`src/rtl/reshape_scheduler_pkg.sv`:
```
// Shared definitions for the reshape scheduler: field widths, FSM state
// encoding and a launch-time helper that spots an empty job.
package reshape_scheduler_pkg;

    localparam int WIDTH_FEATURE_SIZE    = 11;
    localparam int WIDTH_CHANNEL_NUM_REG = 10;

    typedef enum logic [2:0] {
        S_IDLE    = 3'd0,
        S_RD_REQ  = 3'd1,
        S_RD_WAIT = 3'd2,
        S_STREAM  = 3'd3,
        S_WR_REQ  = 3'd4,
        S_WR_WAIT = 3'd5,
        S_DONE    = 3'd6
    } state_t;

    // A job with any zero-sized dimension has nothing to stream.
    function automatic logic cfg_has_zero(
        input logic [WIDTH_FEATURE_SIZE-1:0]    row_in,
        input logic [WIDTH_CHANNEL_NUM_REG-1:0] ch_num,
        input logic [WIDTH_FEATURE_SIZE-1:0]    row_out
    );
        return (row_in == '0) || (ch_num == '0) || (row_out == '0);
    endfunction

endpackage

```
`src/rtl/reshape_beat_counter.sv`:
```
// Nested channel/column beat counter. Channel is the inner counter; column
// advances when channel wraps. Flags the last beat of a row and the transfer
// that completes a row.
module reshape_beat_counter
    import reshape_scheduler_pkg::*;
(
    input  logic                             clk,
    input  logic                             rst,
    input  logic                             clr_i,
    input  logic                             en_i,
    input  logic [WIDTH_CHANNEL_NUM_REG-1:0] ch_max_i,
    input  logic [WIDTH_FEATURE_SIZE-1:0]    col_max_i,
    output logic [WIDTH_CHANNEL_NUM_REG-1:0] ch_cnt_o,
    output logic [WIDTH_FEATURE_SIZE-1:0]    col_cnt_o,
    output logic                             beat_last_o,
    output logic                             row_wrap_o
);

    logic [WIDTH_CHANNEL_NUM_REG-1:0] ch_cnt_q, ch_cnt_d;
    logic [WIDTH_FEATURE_SIZE-1:0]    col_cnt_q, col_cnt_d;
    logic                             ch_at_max;
    logic                             col_at_max;

    assign ch_at_max  = (ch_cnt_q == ch_max_i);
    assign col_at_max = (col_cnt_q == col_max_i);

    // Next-count logic: clear on launch, advance only on an accepted beat.
    always_comb begin
        // NOTE: every output of a combinational block gets a default first so no latch is inferred.
        ch_cnt_d  = ch_cnt_q;
        col_cnt_d = col_cnt_q;
        if (clr_i) begin
            ch_cnt_d  = '0;
            col_cnt_d = '0;
        end else if (en_i) begin
            if (ch_at_max) begin
                ch_cnt_d  = '0;
                col_cnt_d = col_at_max ? '0 : col_cnt_q + WIDTH_FEATURE_SIZE'(1);
            end else begin
                ch_cnt_d  = ch_cnt_q + WIDTH_CHANNEL_NUM_REG'(1);
            end
        end
    end

    // Counter registers.
    always_ff @(posedge clk or posedge rst) begin
        // NOTE: state registers use non-blocking assignments so every flop samples pre-edge values.
        if (rst) begin
            ch_cnt_q  <= '0;
            col_cnt_q <= '0;
        end else begin
            ch_cnt_q  <= ch_cnt_d;
            col_cnt_q <= col_cnt_d;
        end
    end

    assign ch_cnt_o    = ch_cnt_q;
    assign col_cnt_o   = col_cnt_q;
    assign beat_last_o = ch_at_max && col_at_max;
    assign row_wrap_o  = en_i && ch_at_max && col_at_max;

endmodule

```
`src/rtl/reshape_scheduler.sv`:
```
// Reshape/concat sequencing controller. Latches the job on Start, then per
// output row: optional DDR read, Row_Num_In x Channel_RAM_Num streamed beats,
// optional DDR write. Pulses Reshape_Complete when all rows are done.
// Optional busy-cycle counter output Cycle_Cnt when RESHAPE_PERF_CNT_EN is defined.
module reshape_scheduler
    import reshape_scheduler_pkg::*;
(
    input  logic                             clk,
    input  logic                             rst,
    input  logic                             Start,
    input  logic                             Read_DDR_REG,
    input  logic                             Write_DDR_REG,
    input  logic [WIDTH_FEATURE_SIZE-1:0]    Row_Num_In_REG,
    input  logic [WIDTH_CHANNEL_NUM_REG-1:0] Channel_RAM_Num_REG,
    input  logic [WIDTH_FEATURE_SIZE-1:0]    Row_Num_Out_REG,
    output logic                             Read_Req,
    input  logic                             Read_Done,
    output logic                             Write_Req,
    input  logic                             Write_Done,
    output logic                             Beat_Valid,
    input  logic                             Beat_Ready,
    output logic [WIDTH_CHANNEL_NUM_REG-1:0] Ch_Cnt,
    output logic [WIDTH_FEATURE_SIZE-1:0]    Col_Cnt,
    output logic [WIDTH_FEATURE_SIZE-1:0]    Row_Cnt,
    output logic                             Beat_Last,
    output logic                             Busy,
    output logic                             Reshape_Complete
`ifdef RESHAPE_PERF_CNT_EN
    ,
    output logic [31:0]                      Cycle_Cnt
`endif
);

    state_t                           state_q, state_d;
    logic                             rd_en_q, wr_en_q;
    logic [WIDTH_FEATURE_SIZE-1:0]    row_in_q, row_out_q;
    logic [WIDTH_CHANNEL_NUM_REG-1:0] ch_num_q;
    logic [WIDTH_FEATURE_SIZE-1:0]    row_cnt_q, row_cnt_d;
    logic                             cfg_load;
    logic                             row_end;
    logic                             beat_en;
    logic                             beat_last;
    logic                             row_wrap;

    assign beat_en = (state_q == S_STREAM) && Beat_Ready;

    reshape_beat_counter u_beat_counter (
        .clk         (clk),
        .rst         (rst),
        .clr_i       (cfg_load),
        .en_i        (beat_en),
        .ch_max_i    (ch_num_q - WIDTH_CHANNEL_NUM_REG'(1)),
        .col_max_i   (row_in_q - WIDTH_FEATURE_SIZE'(1)),
        .ch_cnt_o    (Ch_Cnt),
        .col_cnt_o   (Col_Cnt),
        .beat_last_o (beat_last),
        .row_wrap_o  (row_wrap)
    );

    // Next-state logic, including the shared end-of-row decision.
    always_comb begin
        state_d   = state_q;
        row_cnt_d = row_cnt_q;
        cfg_load  = 1'b0;
        row_end   = 1'b0;
        unique case (state_q)
            S_IDLE: begin
                if (Start) begin
                    cfg_load  = 1'b1;
                    row_cnt_d = '0;
                    if (cfg_has_zero(Row_Num_In_REG, Channel_RAM_Num_REG, Row_Num_Out_REG))
                        state_d = S_DONE;
                    else
                        state_d = Read_DDR_REG ? S_RD_REQ : S_STREAM;
                end
            end
            S_RD_REQ:  state_d = S_RD_WAIT;
            S_RD_WAIT: if (Read_Done) state_d = S_STREAM;
            S_STREAM: begin
                if (row_wrap) begin
                    if (wr_en_q) state_d = S_WR_REQ;
                    else         row_end = 1'b1;
                end
            end
            S_WR_REQ:  state_d = S_WR_WAIT;
            S_WR_WAIT: if (Write_Done) row_end = 1'b1;
            S_DONE:    state_d = S_IDLE;
            default:   state_d = S_IDLE;
        endcase

        if (row_end) begin
            if (row_cnt_q == row_out_q - WIDTH_FEATURE_SIZE'(1)) begin
                state_d = S_DONE;
            end else begin
                row_cnt_d = row_cnt_q + WIDTH_FEATURE_SIZE'(1);
                state_d   = rd_en_q ? S_RD_REQ : S_STREAM;
            end
        end
    end

    // State and row counter registers.
    always_ff @(posedge clk or posedge rst) begin
        if (rst) begin
            state_q   <= S_IDLE;
            row_cnt_q <= '0;
        end else begin
            state_q   <= state_d;
            row_cnt_q <= row_cnt_d;
        end
    end

    // Job configuration, captured only on an accepted Start.
    always_ff @(posedge clk or posedge rst) begin
        // NOTE: config flops are reset so a stray pre-launch read sees a defined zero job.
        if (rst) begin
            rd_en_q   <= 1'b0;
            wr_en_q   <= 1'b0;
            row_in_q  <= '0;
            ch_num_q  <= '0;
            row_out_q <= '0;
        end else if (cfg_load) begin
            rd_en_q   <= Read_DDR_REG;
            wr_en_q   <= Write_DDR_REG;
            row_in_q  <= Row_Num_In_REG;
            ch_num_q  <= Channel_RAM_Num_REG;
            row_out_q <= Row_Num_Out_REG;
        end
    end

    assign Read_Req         = (state_q == S_RD_REQ);
    assign Write_Req        = (state_q == S_WR_REQ);
    assign Beat_Valid       = (state_q == S_STREAM);
    assign Beat_Last        = (state_q == S_STREAM) && beat_last;
    assign Busy             = (state_q != S_IDLE);
    assign Reshape_Complete = (state_q == S_DONE);
    assign Row_Cnt          = row_cnt_q;

`ifdef RESHAPE_PERF_CNT_EN
    logic [31:0] cycle_cnt_q;

    // Busy-cycle counter: clears on launch, saturates, holds while idle.
    always_ff @(posedge clk or posedge rst) begin
        if (rst) begin
            cycle_cnt_q <= '0;
        end else if (cfg_load) begin
            cycle_cnt_q <= '0;
        end else if (Busy && (cycle_cnt_q != 32'hFFFF_FFFF)) begin
            cycle_cnt_q <= cycle_cnt_q + 32'd1;
        end
    end

    assign Cycle_Cnt = cycle_cnt_q;
`endif

endmodule

```
`config.mk`:
```
export PLATFORM = sky130hd
export DESIGN_NAME = reshape_scheduler
export DESIGN_NICKNAME = d
export VERILOG_FILES = /design/src/rtl/reshape_scheduler_pkg.sv /design/src/rtl/reshape_beat_counter.sv /design/src/rtl/reshape_scheduler.sv
export SDC_FILE = /design/constraint.sdc
export NUM_CORES = 1
export LEC_CHECK = 0
export ABC_CLOCK_PERIOD_IN_PS = 8020
export CAP_MARGIN = 5
export CORE_MARGIN = 2
export CORE_UTILIZATION = 30
export CTS_CLUSTER_DIAMETER = 120
export CTS_CLUSTER_SIZE = 28
export DETAILED_ROUTE_END_ITERATION = 10
export GPL_ROUTABILITY_DRIVEN = 1
export MAX_ROUTING_LAYER = met4
export SYNTH_ARGS = -nofsm -noshare
export SYNTH_HDL_FRONTEND = slang
export SYNTH_HIERARCHICAL = 1
export SYNTH_SLANG_ARGS = --single-unit
```
`constraint.sdc`:
```
create_clock -name clk -period 8.02 [get_ports clk]
set_clock_uncertainty 0.1 [all_clocks]
set_input_delay 1.203 -clock clk [delete_from_list [all_inputs] [get_ports clk]]
set_output_delay 1.203 -clock clk [all_outputs]
set_load 0.1 [all_outputs]
```
Word level (Yosys, flattened, before mapping):

Index checks and enable logic that the tools add are counted.
W data, S select, Z words.

* flip-flop bits (word level): 69
* input bits: 40
* output and inout bits: 38

* add/subtract/negate cells: 6
* equality and inequality tests: 14
* muxes and demuxes: 27
* reduce and logical (&&, ||, !) cells: 16

Operators with widths (number)
* $mux W11: 8
* $mux W10: 3
* $add A11 B1 Y11 const B: 2
* $eq A11 B11 Y1: 2
* $logic_not A11 Y1: 2
* $sub A11 B1 Y11 const B: 2
* $mux W3: 7
* $pmux W3 S6: 1
* $add A10 B1 Y10 const B: 1
* $eq A10 B10 Y1: 1
* $logic_not A10 Y1: 1
* $sub A10 B1 Y10 const B: 1
* $eq A3 B3 Y1 const B: 3
* $eq A3 B2 Y1 const B: 2
* $ne A3 B1 Y1 const B: 2
* $ne A3 B3 Y1 const B: 2
* $logic_and A1 B1 Y1: 5
* $mux W1: 5
* $reduce_and A5 Y1: 1
* $mux W2: 2
* $reduce_bool A2 Y1: 2
* $eq A3 B1 Y1 const B: 1
* $logic_not A3 Y1: 1
* $reduce_bool A3 Y1: 1
* other kinds (4): 5

Longest topological paths before layout:

Gate-level depths: netlist of the first run.

* depth in word-level cells: 8
* mapped depth: 17
* depth with buffers taken out: 16

Modules after synthesis:

Netlist of the first run, hierarchy kept.

Modules (own cells, without submodules)
* reshape_scheduler: times used 1, cells an instance 354, area each 2914.0 µm²
* reshape_beat_counter: times used 1, cells an instance 157, area each 1412.6 µm²

Worst setup path after synthesis of the first run:

Ideal clock, no wire load.

* path type: flip-flop to output port
* from: reg row_in_q[3]
* to: out Beat_Last
* data arrival time: 3.192 ns
* path slack: 3.525 ns
* cell stages (with the launch flop): 11
* path through: dfrtp_1 > or3_1 > nor4_1 > nor2b_1 > nand3b_1 > xnor2_1 > xor2_1 > nor4_1 > and3_1 > nor2b_1 > and3_1

* longest elaborated chain between the ends: 4

RTL lines
* from (decl): RTL line reshape_scheduler.sv:36 `logic [WIDTH_FEATURE_SIZE-1:0] row_in_q, row_out_q;`
* from (signal assigned): RTL line reshape_scheduler.sv:124 `row_in_q <= Row_Num_In_REG;`
* $sub A11 B1 Y11: RTL line reshape_scheduler.sv:53 `.col_max_i (row_in_q - WIDTH_FEATURE_SIZE'(1)),`
* $eq A11 B11 Y1: RTL line reshape_beat_counter.sv:25 `assign col_at_max = (col_cnt_q == col_max_i);`
* $logic_and A1 B1 Y1: RTL line reshape_beat_counter.sv:59 `assign beat_last_o = ch_at_max && col_at_max;`
* via beat_last: RTL line reshape_scheduler.sv:42 `logic beat_last;`
* $logic_and A1 B1 Y1: RTL line reshape_scheduler.sv:133 `assign Beat_Last = (state_q == S_STREAM) && beat_last;`
* to (decl): RTL line reshape_scheduler.sv:25 `output logic Beat_Last,`

The timed path passes the listed nets, and every way through them passes these cells.

Worst setup path in the final report of the first run:

Ends and elaborated chain as after synthesis.

==> qor.yml, run 1 <==
ys_seq_area_frac: 0.399
cts_tree: "done"
worst_slew_pin_slew_ps: 999
cts-buffers-inserted: 9
start_util: 0.309
ys_async_sr_fraction: 1.00
areaGrowthSynthToFinish_pct: 28.4
synth_top_area_cell: "dfrtp_1"
synth.avg_cell_area_um2: 8.47
power_switching_mw: 0.980
rows: 43
final_hold_viol_count: 0
power.static_leakage_nw: 2.48
final_layout_size_suffix_gt1_frac: 0.0597
dp_slack_ps: 2690
fin_util: 0.397
critPathRequiredTime_ps: 6720
vias: 3885
pwr-share-comb: 0.490
antenna_found_initial: 0
first_pass_iters: 5
die-area_um2: 15400
fill_cells: 1416
finalWorstSetupSlack_ps: 2370
yosys.area.top_type_share: 0.399
maxSlewHeadroom: 0.333
synthCells: 511
cts.repair_timing.setup_buffer_count: 0
power_frac_clock: 0.207
grt_usage: 0.152
hold_class: "reg2reg"
yosys_warnings: 6
boundaryPins: 78
portBuffers: 77
regArea_um2: 1730
fmax_mhz: 177
switching_share: 0.476
cts_hold_buffers: 0
overflow: 0
insertedDiodeCount: 0
internal-power_mw: 1.08
finalSetupViolations: 0
critPathLaunchType: "register"
setup.worst_path.start: "row_in_q[3]$_DFFE_PP0P_"
synth_top_flop_cell: "dfrtp_1"
fin_area_um2: 5560
endpoint: "Beat_Last"
detail-route-antenna-nets: 0
cts_root_buffer: "clkbuf_16"
die_h_um: 124
slew_violations: 0
min_period_over_period: 0.704
die_width_um: 124
ir_drop_v: 0.000147
dp_hpwl_um: 7870
crit_type: "reg2out"
core_um2: 14000
viasPerCell: 5.07
cts_buffer_depth: 2
setup_tns_ps: 0
cap_viol_max_count: 0
postRouteWirelength_um: 10800
worstReg2RegEnd: "Row_Cnt[10]$_DFF_PP0_"
cts_resized: 0
place_congestion: 0.796
critPathCaptureType: "output pin"
ys_seq_elements: 69
fin_nets: 627
grt_max_degree: 57
outcome: "finished clean"
pwr-share-seq: 0.304
synthDistinctLibCells: 60
reg2reg_setup_slack_ps: 3610
grt_pass1_wl_um: 17800
clk_pin_slew_ps: 50
synth_area_um2: 4330
worstSkewPairLatency_ps: 340
place_area_um2: 5240
clock_sink_count: 69
synth_edf_count: 0
p_per_area_nw_per_um2: 371
synthTopCellsByArea: "dfrtp_1 (40%), nand2_1 (11%), xor2_1 (8.3%), xnor2_1 (2.8%), nor2_1 (2.7%)"
synthesis.nets: 557
htreeDepth: 3
first_global_vias: 3662
min_period_ps: 5650
initialDrtViolationCount: 356
rr_worst_depth: 15
wl_per_cell_um: 14.2
drc: 0
rr_startpoint: "row_in_q[3]$_DFFE_PP0P_"
multiInputGateArea_um2: 2430
rsz0062_at_grt: "no"
path_max_fanout: 4
arrival_ps: 4340
[Yosys cell counts, types with 3 or more instances]
master / number
a21oi_1: 10
a22oi_1: 3
and2_1: 5
and3_1: 9
buf_1: 3
clkbuf_1: 12
dfrtp_1: 69
ha_1: 6
inv_1: 21
mux2i_1: 10
nand2_1: 130
nand2b_1: 6
nand3_1: 19
nand3b_1: 3
nand4_1: 7
nor2_1: 31
nor2b_1: 6
nor3_1: 17
nor4_1: 9
nor4_4: 4
o21ai_0: 19
o22ai_1: 4
o31ai_1: 3
or3_1: 3
xnor2_1: 14
xor2_1: 41
[logic make-up after synthesis]
kind of cell | after synthesis | share of synthesized area
simple gates | 260 | 0.294
compound gates | 70 | 0.116
flops | 69 | 0.399
xor+xnor | 55 | 0.111
buf+inv | 41 | 0.0396
mux | 10 | 0.0231
fa+ha+maj | 6 | 0.0174
[layout make-up]
cell class              count  share of cell area
clock buffers               9              0.0405
repair buffers             78               0.140
multi-input cells         401               0.437
well taps                 180              0.0405
flip-flops and latches     69               0.311
clock inverters             7              0.0162
inverters                  22              0.0149
[sequential cells by signal, summed over array words and instances, names as in the netlist]
signal / cells
Row_Cnt: 11
ch_num_q: 10
rd_en_q: 1
row_in_q: 11
row_out_q: 11
state_q: 3
u_beat_counter/ch_cnt_o: 10
u_beat_counter/col_cnt_o: 11
wr_en_q: 1
[metrics by stage]
step                      hold slack, ps  total power [mW]  instances
after detailed placement             345              1.64        750
after global placement               343              1.62        750
after CTS                            355              2.07        766
after floorplan                      324              1.42        511
after global routing                 394              2.20        766
final                                348              2.06        766
[critical path, cell delays in order (launching register included)]
cell	delay (ps)
dfrtp_1	410
or3_1	430
nor4_1	260
nor2b_1	210
nand3b_1	100
xnor2_1	140
xor2_1	160
nor4_1	470
and3_1	260
nor2b_1	230
and3_1	190
clkdlybuf4s50_1	1140
[layout by cell type (no fill, tap or decap), types with 9 or more instances in the layout]
cell type        count
nor2_1              31
o21ai_0             19
dfrtp_1             69
nor4_1               9
clkbuf_16            9
and3_1               9
nor3_1              17
xor2_1              41
xnor2_1             14
nand2_1            130
a21oi_1             10
mux2i_1             10
clkdlybuf4s50_1     77
nand3_1             19
inv_1               20
[how the worst min path moves through the flow]
stage          slack (ps)  cells past startpoint                 from                     end
2_1_floorplan         320                      1  rd_en_q$_DFFE_PP0P_  state_q[1]$_DFFE_PP0P_
3_3_place_gp          340                      1  rd_en_q$_DFFE_PP0P_  state_q[1]$_DFFE_PP0P_
3_5_place_dp          350                      1  rd_en_q$_DFFE_PP0P_  state_q[1]$_DFFE_PP0P_
4_1_cts               350                      1  rd_en_q$_DFFE_PP0P_  state_q[1]$_DFFE_PP0P_
5_1_grt               390                      1  rd_en_q$_DFFE_PP0P_  state_q[1]$_DFFE_PP0P_
6_report              350                      1  rd_en_q$_DFFE_PP0P_  state_q[1]$_DFFE_PP0P_
[power by group through the flow]
stage	combinational [mW]	sequential, mW	clock, mW
3_5_place_dp	1.01	0.631	0
3_3_place_gp	0.991	0.626	0
5_1_grt	1.10	0.648	0.451
4_1_cts	1.02	0.625	0.434
6_report	1.01	0.626	0.426
2_1_floorplan	0.668	0.747	0
[metal layers]
metal  vias to the layer above  GRT usage  routed length (um)
met5                         -          -                   0
met4                         0     0.0449                 121
met3                         6     0.0412                 571
met2                       116      0.244                5310
met1                      1865      0.187                4840
li1                       1898          -                   -
Power figures use the tool's default switching activity.
==> inputs of run 2 (changes only) <==
--- a/config.mk
+++ b/config.mk
@@ -5,7 +5,7 @@
 export SDC_FILE = /design/constraint.sdc
 export NUM_CORES = 1
 export LEC_CHECK = 0
-export ABC_CLOCK_PERIOD_IN_PS = 8020
+export ABC_CLOCK_PERIOD_IN_PS = 4760
 export CAP_MARGIN = 5
 export CORE_MARGIN = 2
 export CORE_UTILIZATION = 30
==> constraint.sdc (replaced) <==
create_clock -name clk -period 4.76 [get_ports clk]
set_clock_uncertainty 0.1 [all_clocks]
set_input_delay 0.714 -clock clk [delete_from_list [all_inputs] [get_ports clk]]
set_output_delay 0.714 -clock clk [all_outputs]
set_load 0.1 [all_outputs]
==> qor.yml, run 2 (synthesis gave the netlist of run 1 again) <==
htreeDepth: 3  # unchanged
cts_hold_buffers: 0  # unchanged
min_period_over_period: 0.890
die-area_um2: 15400  # unchanged
insertedDiodeCount: 0  # unchanged
first_global_vias: 3822  # was 3662
hold_class: "reg2reg"  # unchanged
power.static_leakage_nw: 2.49  # was 2.48 nW
clock_sink_count: 69  # unchanged
slew_violations: 0  # unchanged
finalSetupViolations: 0  # unchanged
fin_area_um2: 5560  # about the same
min_period_ps: 4240
layout_common_cells: "nand2_1 (130), clkdlybuf4s50_1 (76), dfrtp_1 (69)"  # was nand2_1 (130), clkdlybuf4s50_1 (77), dfrtp_1 (69)
fin_cells: 766  # unchanged
cts-buffers-inserted: 9  # unchanged
place_area_um2: 5260  # was 5240 um^2
setup.worst_path.start: "row_in_q[3]$_DFFE_PP0P_"  # unchanged
placed_cells: 751  # was 750
cts.repair_timing.setup_buffer_count: 0  # unchanged
areaGrowthSynthToFinish_pct: 28.5  # was 28.4%
final_common_cell: "nand2_1"  # unchanged
critPathRequiredTime_ps: 3950  # was 6720 ps
whs_ps: 361  # was 348 ps
first_pass_iters: 4  # was 5
crit_type: "reg2out"  # unchanged
critPathLaunchType: "register"  # unchanged
fin_nets: 628  # was 627
portBuffers: 77  # unchanged
p_per_area_nw_per_um2: 619  # was 371 nW/um^2
die_h_um: 124  # unchanged
outcome: "finished clean"  # unchanged
rows: 43  # unchanged
grt_pass1_wl_um: 18500  # was 17800 um
clk_pin_slew_ps: 50  # about the same
cts_root_buffer: "clkbuf_16"  # unchanged
cts_tree: "done"  # unchanged
die_width_um: 124  # unchanged
detail-route-antenna-nets: 0  # unchanged
final_layout_size_suffix_gt1_frac: 0.0614  # was 0.0597
cap_viol_max_count: 0  # unchanged
overflow: 0  # unchanged
ir_drop_v: 0.000209  # was 0.000147 V
cts_buffer_depth: 2  # unchanged
boundaryPins: 78  # unchanged
setup_tns_ps: 0  # unchanged
drc: 0  # unchanged
rr_startpoint: "row_in_q[3]$_DFFE_PP0P_"  # unchanged
multiInputGateArea_um2: 2430  # unchanged
fill_cells: 1402  # was 1416
rsz0062_at_grt: "no"  # unchanged
antenna_found_initial: 0  # unchanged
worstSkewPairLatency_ps: 340  # about the same
arrival_ps: 3420  # was 4340 ps
core_um2: 14000  # unchanged
place_congestion: 0.877  # was 0.796
initialDrtViolationCount: 359  # was 356
path_max_fanout: 4  # unchanged
start_util: 0.309  # unchanged
regArea_um2: 1730  # unchanged
grt_usage: 0.159  # was 0.152
grt_max_degree: 49  # was 57
vias: 3850  # was 3885
wl_per_cell_um: 14.5  # was 14.2 um
dp_hpwl_um: 8260  # was 7870 um
maxSlewHeadroom: 0.314  # was 0.333
final_hold_viol_count: 0  # unchanged
worst_slew_pin_slew_ps: 1030  # was 999 ps
hold_start: "rd_en_q$_DFFE_PP0P_"  # unchanged
critPathCaptureType: "output pin"  # unchanged
cts_resized: 0  # unchanged
postRouteWirelength_um: 11100  # was 10800 um
viasPerCell: 5.03  # was 5.07
fmax_mhz: 236
run 2: cell type report:
class                   count  area share
clock buffers              11      0.0455
repair buffers             79       0.143
multi-input cells         401       0.437
flip-flops and latches     69       0.311
well taps                 180      0.0405
clock inverters             4     0.00855
inverters                  22      0.0149
run 2: final timing paths:
check | endpoint | slack (ps) | depth (start not counted)
max reg2reg | Row_Cnt[8]$_DFF_PP0_ | 520 | 15
min | state_q[1]$_DFFE_PP0P_ | 360 | 1
min in group asynchronous | u_beat_counter/col_cnt_o[5]$_DFFE_PP0P_ | 810 | 2
max in group asynchronous | row_in_q[9]$_DFFE_PP0P_ | 3020 | 2
max | Beat_Last | 520 | 11
min reg2reg | state_q[1]$_DFFE_PP0P_ | 360 | 1
run 2: through the flow:
stage	power, mW	utilization	setup WS, ps
floorplan	2.38	-	754
global placement	2.74	0.376	681
detailed placement	2.78	0.376	574
CTS	3.47	0.397	519
global route	3.68	0.397	206
finish	3.44	0.397	525
run 2: metal layers:
layer / vias up / global-route usage / share of wire / routed length [um]
met4: 0 / 0.0695 / 0.022 / 247
met5: - / - / 0 / 0
met3: 20 / 0.0247 / 0.040 / 447
met1: 1845 / 0.195 / 0.44 / 4880
li1: 1897 / - / - / -
met2: 88 / 0.262 / 0.50 / 5510
run 2: worst max-delay path, cell delays in order (launching register included):
cell and delay, ps:
dfrtp_1 410, or3_1 410, nor4_1 230, nor2b_1 220, nand3b_1 110, xnor2_1 150, xor2_1 160, nor4_1 470
and3_1 270, nor2b_1 200, and3_1 260, buf_12 190
run 2: report_power, final:
part           internal (mW)  switching (mW)  leakage (nW)  total (mW)
combinational          0.589            1.11          1.45        1.70
clock                  0.429           0.251         0.147       0.680
sequential             0.775           0.285         0.885        1.06
total                   1.79            1.65          2.49        3.44
